### src/rtl/biquad_cascade_engine.sv
// Time-multiplexed cascade of direct-form-I biquads sharing one signed MAC.
// One sample in, SECTIONS biquads evaluated serially, one saturated sample out.
`timescale 1ns/1ps
module biquad_cascade_engine #(
   parameter int N        = 24,
   parameter int F        = 15,
   parameter int SECTIONS = 2,
   parameter int AW       = 4
) (
   input  logic                clk,
   input  logic                reset,
   input  logic                in_valid,
   output logic                in_ready,
   input  logic signed [N-1:0] x_in,
   output logic                out_valid,
   output logic signed [N-1:0] y_out,
   input  logic                coef_we,
   input  logic [AW-1:0]       coef_addr,
   input  logic signed [N-1:0] coef_wdata,
   output logic                coef_drop,
   input  logic                clear,
   output logic                sat
);
   localparam int NC   = 5 * SECTIONS;
   localparam int ACCW = 2 * N + 3;
   localparam int SW   = (SECTIONS > 1) ? $clog2(SECTIONS) : 1;
   localparam logic [SW-1:0] LAST = SW'(SECTIONS - 1);

   typedef enum logic [1:0] {IDLE, MAC, UPD, OUTS} state_t;
   state_t state, state_nxt;

   logic signed [N-1:0]    coef [NC];
   logic signed [N-1:0]    x1 [SECTIONS];
   logic signed [N-1:0]    x2 [SECTIONS];
   logic signed [N-1:0]    y1 [SECTIONS];
   logic signed [N-1:0]    y2 [SECTIONS];
   logic signed [N-1:0]    x_cur;
   logic signed [ACCW-1:0] acc;
   logic [SW-1:0]          sec;
   logic [2:0]             tap;

   logic [AW-1:0]          cidx;
   logic signed [N-1:0]    opnd;
   logic signed [2*N-1:0]  prod;
   logic signed [ACCW-1:0] shifted;
   logic                   ovf_hi, ovf_lo;
   logic signed [N-1:0]    y_res;
   logic                   addr_ok;

   assign in_ready = (state == IDLE);
   assign addr_ok  = int'(coef_addr) < NC;

   always_ff @(posedge clk) begin
      if (reset) state <= IDLE;
      else       state <= state_nxt;
   end

   always_comb begin
      state_nxt = state;
      case (state)
         IDLE: if (in_valid) state_nxt = MAC;
         MAC:  if (tap == 3'd4) state_nxt = UPD;
         UPD:  state_nxt = (sec == LAST) ? OUTS : MAC;
         OUTS: state_nxt = IDLE;
         default: state_nxt = IDLE;
      endcase
      if (clear) state_nxt = IDLE;
   end

   // Tap order matches coefficient order: b0 x, b1 x1, b2 x2, a1 y1, a2 y2.
   always_comb begin
      cidx = AW'(5 * int'(sec) + int'(tap));
      opnd = x_cur;
      case (tap)
         3'd1:    opnd = x1[sec];
         3'd2:    opnd = x2[sec];
         3'd3:    opnd = y1[sec];
         3'd4:    opnd = y2[sec];
         default: opnd = x_cur;
      endcase
   end

   assign prod    = coef[cidx] * opnd;
   assign shifted = acc >>> F;
   // Anything above bit N-1 that is not a copy of the sign bit is a clip.
   assign ovf_hi  = !shifted[ACCW-1] && (|shifted[ACCW-2:N-1]);
   assign ovf_lo  = shifted[ACCW-1] && !(&shifted[ACCW-2:N-1]);
   assign y_res   = ovf_hi ? {1'b0, {(N-1){1'b1}}} :
                    ovf_lo ? {1'b1, {(N-1){1'b0}}} : shifted[N-1:0];

   always_ff @(posedge clk) begin
      if (reset) begin
         for (int i = 0; i < NC; i++) coef[i] <= '0;
         for (int s = 0; s < SECTIONS; s++) begin
            x1[s] <= '0; x2[s] <= '0; y1[s] <= '0; y2[s] <= '0;
         end
         x_cur     <= '0;
         acc       <= '0;
         sec       <= '0;
         tap       <= '0;
         out_valid <= 1'b0;
         y_out     <= '0;
         coef_drop <= 1'b0;
         sat       <= 1'b0;
      end else begin
         out_valid <= 1'b0;
         coef_drop <= 1'b0;
         if (clear) begin
            for (int s = 0; s < SECTIONS; s++) begin
               x1[s] <= '0; x2[s] <= '0; y1[s] <= '0; y2[s] <= '0;
            end
            acc <= '0;
            sec <= '0;
            tap <= '0;
            sat <= 1'b0;
         end else begin
            if (coef_we) begin
               if (state == IDLE && addr_ok) coef[coef_addr] <= coef_wdata;
               else                          coef_drop       <= 1'b1;
            end
            case (state)
               IDLE: if (in_valid) begin
                  x_cur <= x_in;
                  sec   <= '0;
                  tap   <= '0;
               end
               MAC: begin
                  acc <= ((tap == 3'd0) ? '0 : acc) + ACCW'(prod);
                  tap <= tap + 3'd1;
               end
               UPD: begin
                  x2[sec] <= x1[sec];
                  x1[sec] <= x_cur;
                  y2[sec] <= y1[sec];
                  y1[sec] <= y_res;
                  x_cur   <= y_res;
                  tap     <= '0;
                  if (ovf_hi || ovf_lo) sat <= 1'b1;
                  if (sec != LAST) sec <= sec + SW'(1);
               end
               OUTS: begin
                  y_out     <= x_cur;
                  out_valid <= 1'b1;
               end
               default: ;
            endcase
         end
      end
   end
endmodule

### config.mk
export PLATFORM = sky130hd
export DESIGN_NAME = biquad_cascade_engine
export DESIGN_NICKNAME = d
export VERILOG_FILES = /design/src/rtl/biquad_cascade_engine.sv
export SDC_FILE = /design/constraint.sdc
export NUM_CORES = 2
export LEC_CHECK = 0
export BUFFER_PORTS_ARGS = -buffer_cell sky130_fd_sc_hd__buf_4
export CORE_AREA = 2 2 299 331
export CTS_CLUSTER_SIZE = 30
export DETAILED_ROUTE_END_ITERATION = 8
export DIE_AREA = 0 0 301 333
export PLACE_DENSITY = 0.73
export SLEW_MARGIN = 40
export SYNTH_ARGS = -nofsm -noshare
export SYNTH_HDL_FRONTEND = slang
export SYNTH_SLANG_ARGS = --single-unit
### constraint.sdc
create_clock -name clk -period 30.9 [get_ports clk]
set_clock_uncertainty 0.15 [all_clocks]
set_input_delay 1.545 -clock clk [delete_from_list [all_inputs] [get_ports clk]]
set_output_delay 1.545 -clock clk [all_outputs]
set_load 0.01 [all_outputs]
Word level (Yosys, flattened, before mapping)

Memories as Yosys holds them, arrays and structs flattened. A register that Yosys moved wholly into a read port is not among the register bits.
Index checks and enable logic that the tools add are counted.
Widths: inputs -> output; s select.

Add/subtract/negate cells: 4
Multipliers: 2
Divide/modulo/power cells: 0
Magnitude comparators: 1
Equal/unequal tests: 9
Shift-type cells: 0
Muxes and demuxes: 62
Bitwise logic cells: 10
Reduce and logical (&&, ||, !) cells: 25

Operator list:

| cell                | count |
|---|---|
| $mux 24             | 16 |
| $reduce_or 24->1    | 5 |
| $pmux 24 s4         | 1 |
| $add 51x51->51      | 1 |
| $mux 51             | 1 |
| $mul 24x24->48      | 1 |
| $pmux 24 s2         | 1 |
| $mux 1              | 35 |
| $reduce_and 13->1   | 1 |
| $reduce_or 13->1    | 1 |
| $reduce_and 2->1    | 5 |
| $pmux 3 s3          | 1 |
| $or 1x1->1          | 8 |
| $pmux 2 s4          | 1 |
| $eq 3x2->1 const B  | 2 |
| $mux 2              | 3 |
| $add 4x3->4         | 1 |
| $eq 2x2->1 const B  | 2 |
| $lt 4x4->1 const B  | 1 |
| $mul 3x1->4 const A | 1 |
| $mux 4              | 1 |
| $ne 2x2->1 const B  | 2 |
| $add 3x1->3 const B | 1 |
| $eq 3x1->1 const B  | 1 |
| 16 further kinds    | 20 |

Register bits: 108
Latch bits: 0
Memory bits (writable): 432
Bits in read-only memories: 0
Input port bits: 57
Output and inout port bits: 28
Logic and storage cells: 127
Memories kept: 5

Memory list:

| name | depth | width | rd ports | clocked after memory_dff | write ports | line | RTL |
|---|---|---|---|---|---|---|---|
| coef | 10    | 24    | 1        | 0                        | 10          | 32   | `logic signed [N-1:0] coef [NC];` |
| x1   | 2     | 24    | 1        | 1                        | 2           | 33   | `logic signed [N-1:0] x1 [SECTIONS];` |
| x2   | 2     | 24    | 1        | 1                        | 2           | 34   | `logic signed [N-1:0] x2 [SECTIONS];` |
| y1   | 2     | 24    | 1        | 1                        | 2           | 35   | `logic signed [N-1:0] y1 [SECTIONS];` |
| y2   | 2     | 24    | 1        | 1                        | 2           | 36   | `logic signed [N-1:0] y2 [SECTIONS];` |

Depth between registers and ports, before layout

Depth after elaboration: 9
Depth in mapped cells: 49

Least setup slack after synthesis

No wires, ideal clock.

Path type: reg-to-reg
From: reg sec
To: reg acc[50]
Arrival: 10.872 ns
Path slack: 19.762 ns
Stages on the path, launching flop included: 45
Buffers on the path: 6
Cell sequence: dfxtp_1 -> ha_1 -> ha_1 -> buf_2 -> buf_1 -> buf_1 -> mux4_2 -> mux4_2 -> clkbuf_1 -> nor2b_1 -> fa_1 -> inv_1 -> fa_1 -> inv_1 -> fa_1 -> inv_1 -> fa_1 -> inv_1 -> [... 9 more ...] -> nor2b_1 -> a2111o_1 -> o21ba_2 -> or2_2 -> a21o_1 -> a21oi_1 -> xnor2_1 -> ha_1 -> clkbuf_1 -> and3_1 -> o211ai_1 -> o21ai_0 -> o21ai_0 -> o31ai_1 -> a311oi_1 -> o211a_1 -> a2111oi_2 -> and3b_1

Word-level cells in the longest chain between the ends: 5

Ends and longest elaborated chain:

| item                   | line | RTL |
|---|---|---|
| from (decl)            | 39   | `logic [SW-1:0] sec;` |
| from (signal assigned) | 139  | `if (sec != LAST) sec <= sec + SW'(1);` |
| $mul 3x1->4            | 72   | `cidx = AW'(5 * int'(sec) + int'(tap));` |
| $add 4x3->4            | 72   |  |
| $mem_v2 10x24          | -    |  |
| $mul 24x24->48         | 83   | `assign prod = coef[cidx] * opnd;` |
| $add 51x51->51         | 128  | `acc <= ((tap == 3'd0) ? '0 : acc) + ACCW'(prod);` |
| to (signal assigned)   | 128  |  |
| to (decl)              | 38   | `logic signed [ACCW-1:0] acc;` |

No other way between the ends.
A chain may end at the register's enable or synchronous reset.

Worst setup path after layout

Same ends and word-level chain as after synthesis.

==> impl_metrics.yaml <==
critical_path:
  critPathRequiredTime_ps: 31230
  worst_setup_path_start_kind: "flop"
  critPathMostFrequentCell: "sky130_fd_sc_hd__fa_1"
  kind_of_critical_path: "reg -> reg"
  reg2regPathDepth: 37
  cp_top_family: "adder cells"
  worst-path-stages: 37
  critical_path.max_fanout: 69
  critPathSlowestCell: "sky130_fd_sc_hd__mux4_2"
  critPathMaxStageDelay_ps: 840
  arrival_ps: 13030
  critPathBufInv: 5
  critical_path_sink_type: "flop"
floorplanning:
  die_extent_in_x_um: 301
  design.die.area_mm2: 0.1002
  num_rows: 120
  ioPinCount: 85
  initial_core_util: 0.5461
  die_y_um: 333
  core_area_mm2: 0.09684
clocking:
  cts.path.max_buffers: 3
  number_of_buffers_added_by_the_clock_tree_synthesis_step: 71
  cts_post_setup_buffers_inserted: 0
  clk_root_buffer_cell: "sky130_fd_sc_hd__clkbuf_16"
  cts_tree: "done"
  clock_transition_at_the_registers_of_the_reported_paths_ps: 60
  cts.sink_count: 685
  cts_resized: 0
  postCtsHoldBufs: 0
  cts-htree-levels: 3
  worstSkewPairLatency_ps: 640
power_and_ir_drop:
  power.density_mw_per_mm2: 88.31
  combinational_share_of_power: 0.623
  irDropWorstVdd_v: 0.0001186
  netSwitchingFraction: 0.4660
  leakagePower_nw: 24.37
  p_switching_mw: 2.386
  power.sequential.fraction: 0.208
  total_power_mw: 5.120
  intPower_mw: 2.734
  power_frac_clock: 0.169
sta:
  final_worst_hold_slack_ps: 294.4
  achievable_frequency_mhz: 78.77
  transition_at_the_pin_with_the_smallest_max_transition_slack_ps: 909.4
  worst_slew_margin_rel: 0.3922
  setup_repair_after_global_routing_missed_its_margin: "no"
  timing.final.max_slew_violations: 0
  final.period_utilization: 0.4108
  final_setup_violation_count: 0
  timing.setup.tns_ps: 0
  finalCriticalPeriod_ps: 12690
  final_hold_viol_count: 0
yosys:
  synth.yosys.warnings: 0
  netlist_top_cells_area: "sky130_fd_sc_hd__edfxtp_1, sky130_fd_sc_hd__fa_1, sky130_fd_sc_hd__mux4_2"
  postSynth.topFlopCell: "sky130_fd_sc_hd__edfxtp_1"
  yosysTopAreaCellShare: 0.3270
  post_synth.cell_area_avg_um2: 10.80
  synth_top_area_cell: "sky130_fd_sc_hd__edfxtp_1"
  post-synth-top-count-cell: "sky130_fd_sc_hd__inv_1"
  synth-seq-area-share: 0.3683
  synth_edf_count: 576
  synthCells: 4897
  number_of_storage_elements_in_the_synthesis_netlist: 685
  synthTopCellsByCount: "sky130_fd_sc_hd__inv_1, sky130_fd_sc_hd__fa_1, sky130_fd_sc_hd__edfxtp_1"
  post_synth_num_cell_types: 89
  synthArstFlopShare: 0
  syn_area_mm2: 0.05289
run_status:
  run_status: "finished, final reports clean"
grt:
  globalRouteOverflowTotal: 0
  grtUsageTotal: 0.2791
  grt_pass1_vias: 38080
  grt_max_degree: 75
  initial_antenna_violation_count: 3
  grt_pass1_wl_mm: 215.0
min_path:
  hold_depth: 2
  hold_path.class: "reg -> reg"
layout:
  n_fill_cell: 7795
  post_layout_nonfiller_instances: 6355
  area_delta_synth_final_pct: 9.616
  final_core_utilization: 0.5987
  post_route_cells_drive_above_1_share: 0.09521
  finalNetCount: 5871
placed_design:
  place_congestion: 0.9148
  dp.final_hpwl_mm: 92.99
  dp.cells: 6222
  count_of_buffers_inserted_at_the_top_level_ports: 84
drt:
  final_antenna_net_count: 0
  route.detailed.drc: 0
  first_iter_violations: 2744
  first_pass_iters: 7
  wire_per_inst_um: 21.52
  wl_mm: 136.8
  via_count: 36410
  detail_route.vias_per_cell: 5.729
flow_run:
  max_cap_violations: 0
-- final timing paths --
| check | from | endpoint | slack, ps |
|---|---|---|---|
| setup / recovery | sec$_SDFFE_PP0P_ | acc[50]$_SDFFE_PP0P_ | 18210 |
| hold reg to reg | acc[9]$_SDFFE_PP0P_ | acc[9]$_SDFFE_PP0P_ | 290 |
| hold / removal | acc[9]$_SDFFE_PP0P_ | acc[9]$_SDFFE_PP0P_ | 290 |
| setup reg to reg | sec$_SDFFE_PP0P_ | acc[50]$_SDFFE_PP0P_ | 18210 |
-- tightest hold or removal path, cell delays in order, from the launching register on --
cell and delay (ps):
sky130_fd_sc_hd__dfxtp_1 300, sky130_fd_sc_hd__nand2_1 50, sky130_fd_sc_hd__a21oi_1 50
-- cells in the final DEF, fill, tap and decap left out, types with 17 or more instances in the layout --
cell                        count
sky130_fd_sc_hd__a21o_1        47
sky130_fd_sc_hd__a21oi_1      181
sky130_fd_sc_hd__and2_1       145
sky130_fd_sc_hd__buf_4        146
sky130_fd_sc_hd__clkbuf_16     74
sky130_fd_sc_hd__clkinv_1      18
sky130_fd_sc_hd__conb_1       144
sky130_fd_sc_hd__dfxtp_1      108
sky130_fd_sc_hd__edfxtp_1     576
sky130_fd_sc_hd__fa_1         608
sky130_fd_sc_hd__ha_1         190
sky130_fd_sc_hd__inv_1        704
sky130_fd_sc_hd__mux2i_1       64
sky130_fd_sc_hd__mux4_2       118
sky130_fd_sc_hd__nand2_1      544
sky130_fd_sc_hd__nand2b_1      63
sky130_fd_sc_hd__nand3_1       32
sky130_fd_sc_hd__nor2_1       530
sky130_fd_sc_hd__nor2b_1      176
sky130_fd_sc_hd__nor3_1        20
sky130_fd_sc_hd__o211ai_1      38
sky130_fd_sc_hd__o21ai_0       99
sky130_fd_sc_hd__or2_2         17
sky130_fd_sc_hd__xnor2_1       62
sky130_fd_sc_hd__xor2_1        19
-- cell type report --
| cell class | count | area, um2 | area share |
|---|---|---|---|
| inverters | 704 | 2643 | 0.04558 |
| clock inverters | 44 | 441.7 | 0.007618 |
| well taps | 1281 | 1603 | 0.02765 |
| flip-flops and latches | 685 | 19480 | 0.3360 |
| clock buffers | 88 | 1944 | 0.03354 |
| diodes | 1 | 2.502 | 0.00004316 |
| multi-input cells | 3394 | 30600 | 0.5278 |
| repair buffers | 158 | 1260 | 0.02173 |
-- state kept, by name, summed over array words and instances, names as in the netlist, named ones only --
signal	count
state	2
out_valid	1
coef	384
y2	48
coef_drop	1
x2	48
y1	48
x1	48
sec	1
tap	3
sat	1
acc	51
x_cur	24
y_out	24
-- through the flow --
stage          instance area (um2)  setup slack [ps]
6_report                     57980             18210
5_1_grt                      57970             17460
4_1_cts                      57950             18340
3_5_place_dp                 55560             18410
3_3_place_gp                 55420             17840
2_1_floorplan                53430             19760
-- power groups by stage --
| stage | registers, mW | clock network, mW | logic (mW) |
|---|---|---|---|
| after floorplan | 1.08 | 0 | 2.35 |
| after global placement | 1.08 | 0 | 3.13 |
| after global routing | 1.07 | 0.906 | 3.54 |
| final | 1.07 | 0.864 | 3.19 |
| after detailed placement | 1.09 | 0 | 3.16 |
| after CTS | 1.07 | 0.874 | 3.18 |
-- kinds of logic after synthesis --
family | Yosys count | synth area share
AOI/OAI and AO/OA | 554 | 0.06735
xor gates and xnor gates | 83 | 0.01374
adders and majority gates | 800 | 0.2755
buffers and inverters | 961 | 0.06889
DFF | 685 | 0.3683
muxes | 204 | 0.06690
other | 1 | 0.00007090
and+or+nand+nor | 1609 | 0.1392
-- metal layers --
metal | part of all wire | vias to the layer above | GRT usage
met5 | 0.00018 | - | 0
met4 | 0.042 | 4 | 0.1097
met3 | 0.073 | 359 | 0.04096
met2 | 0.51 | 1443 | 0.4867
met1 | 0.37 | 18480 | 0.3497
li1 | - | 16120 | -
No activity file was read; power rests on OpenSTA's default activity.
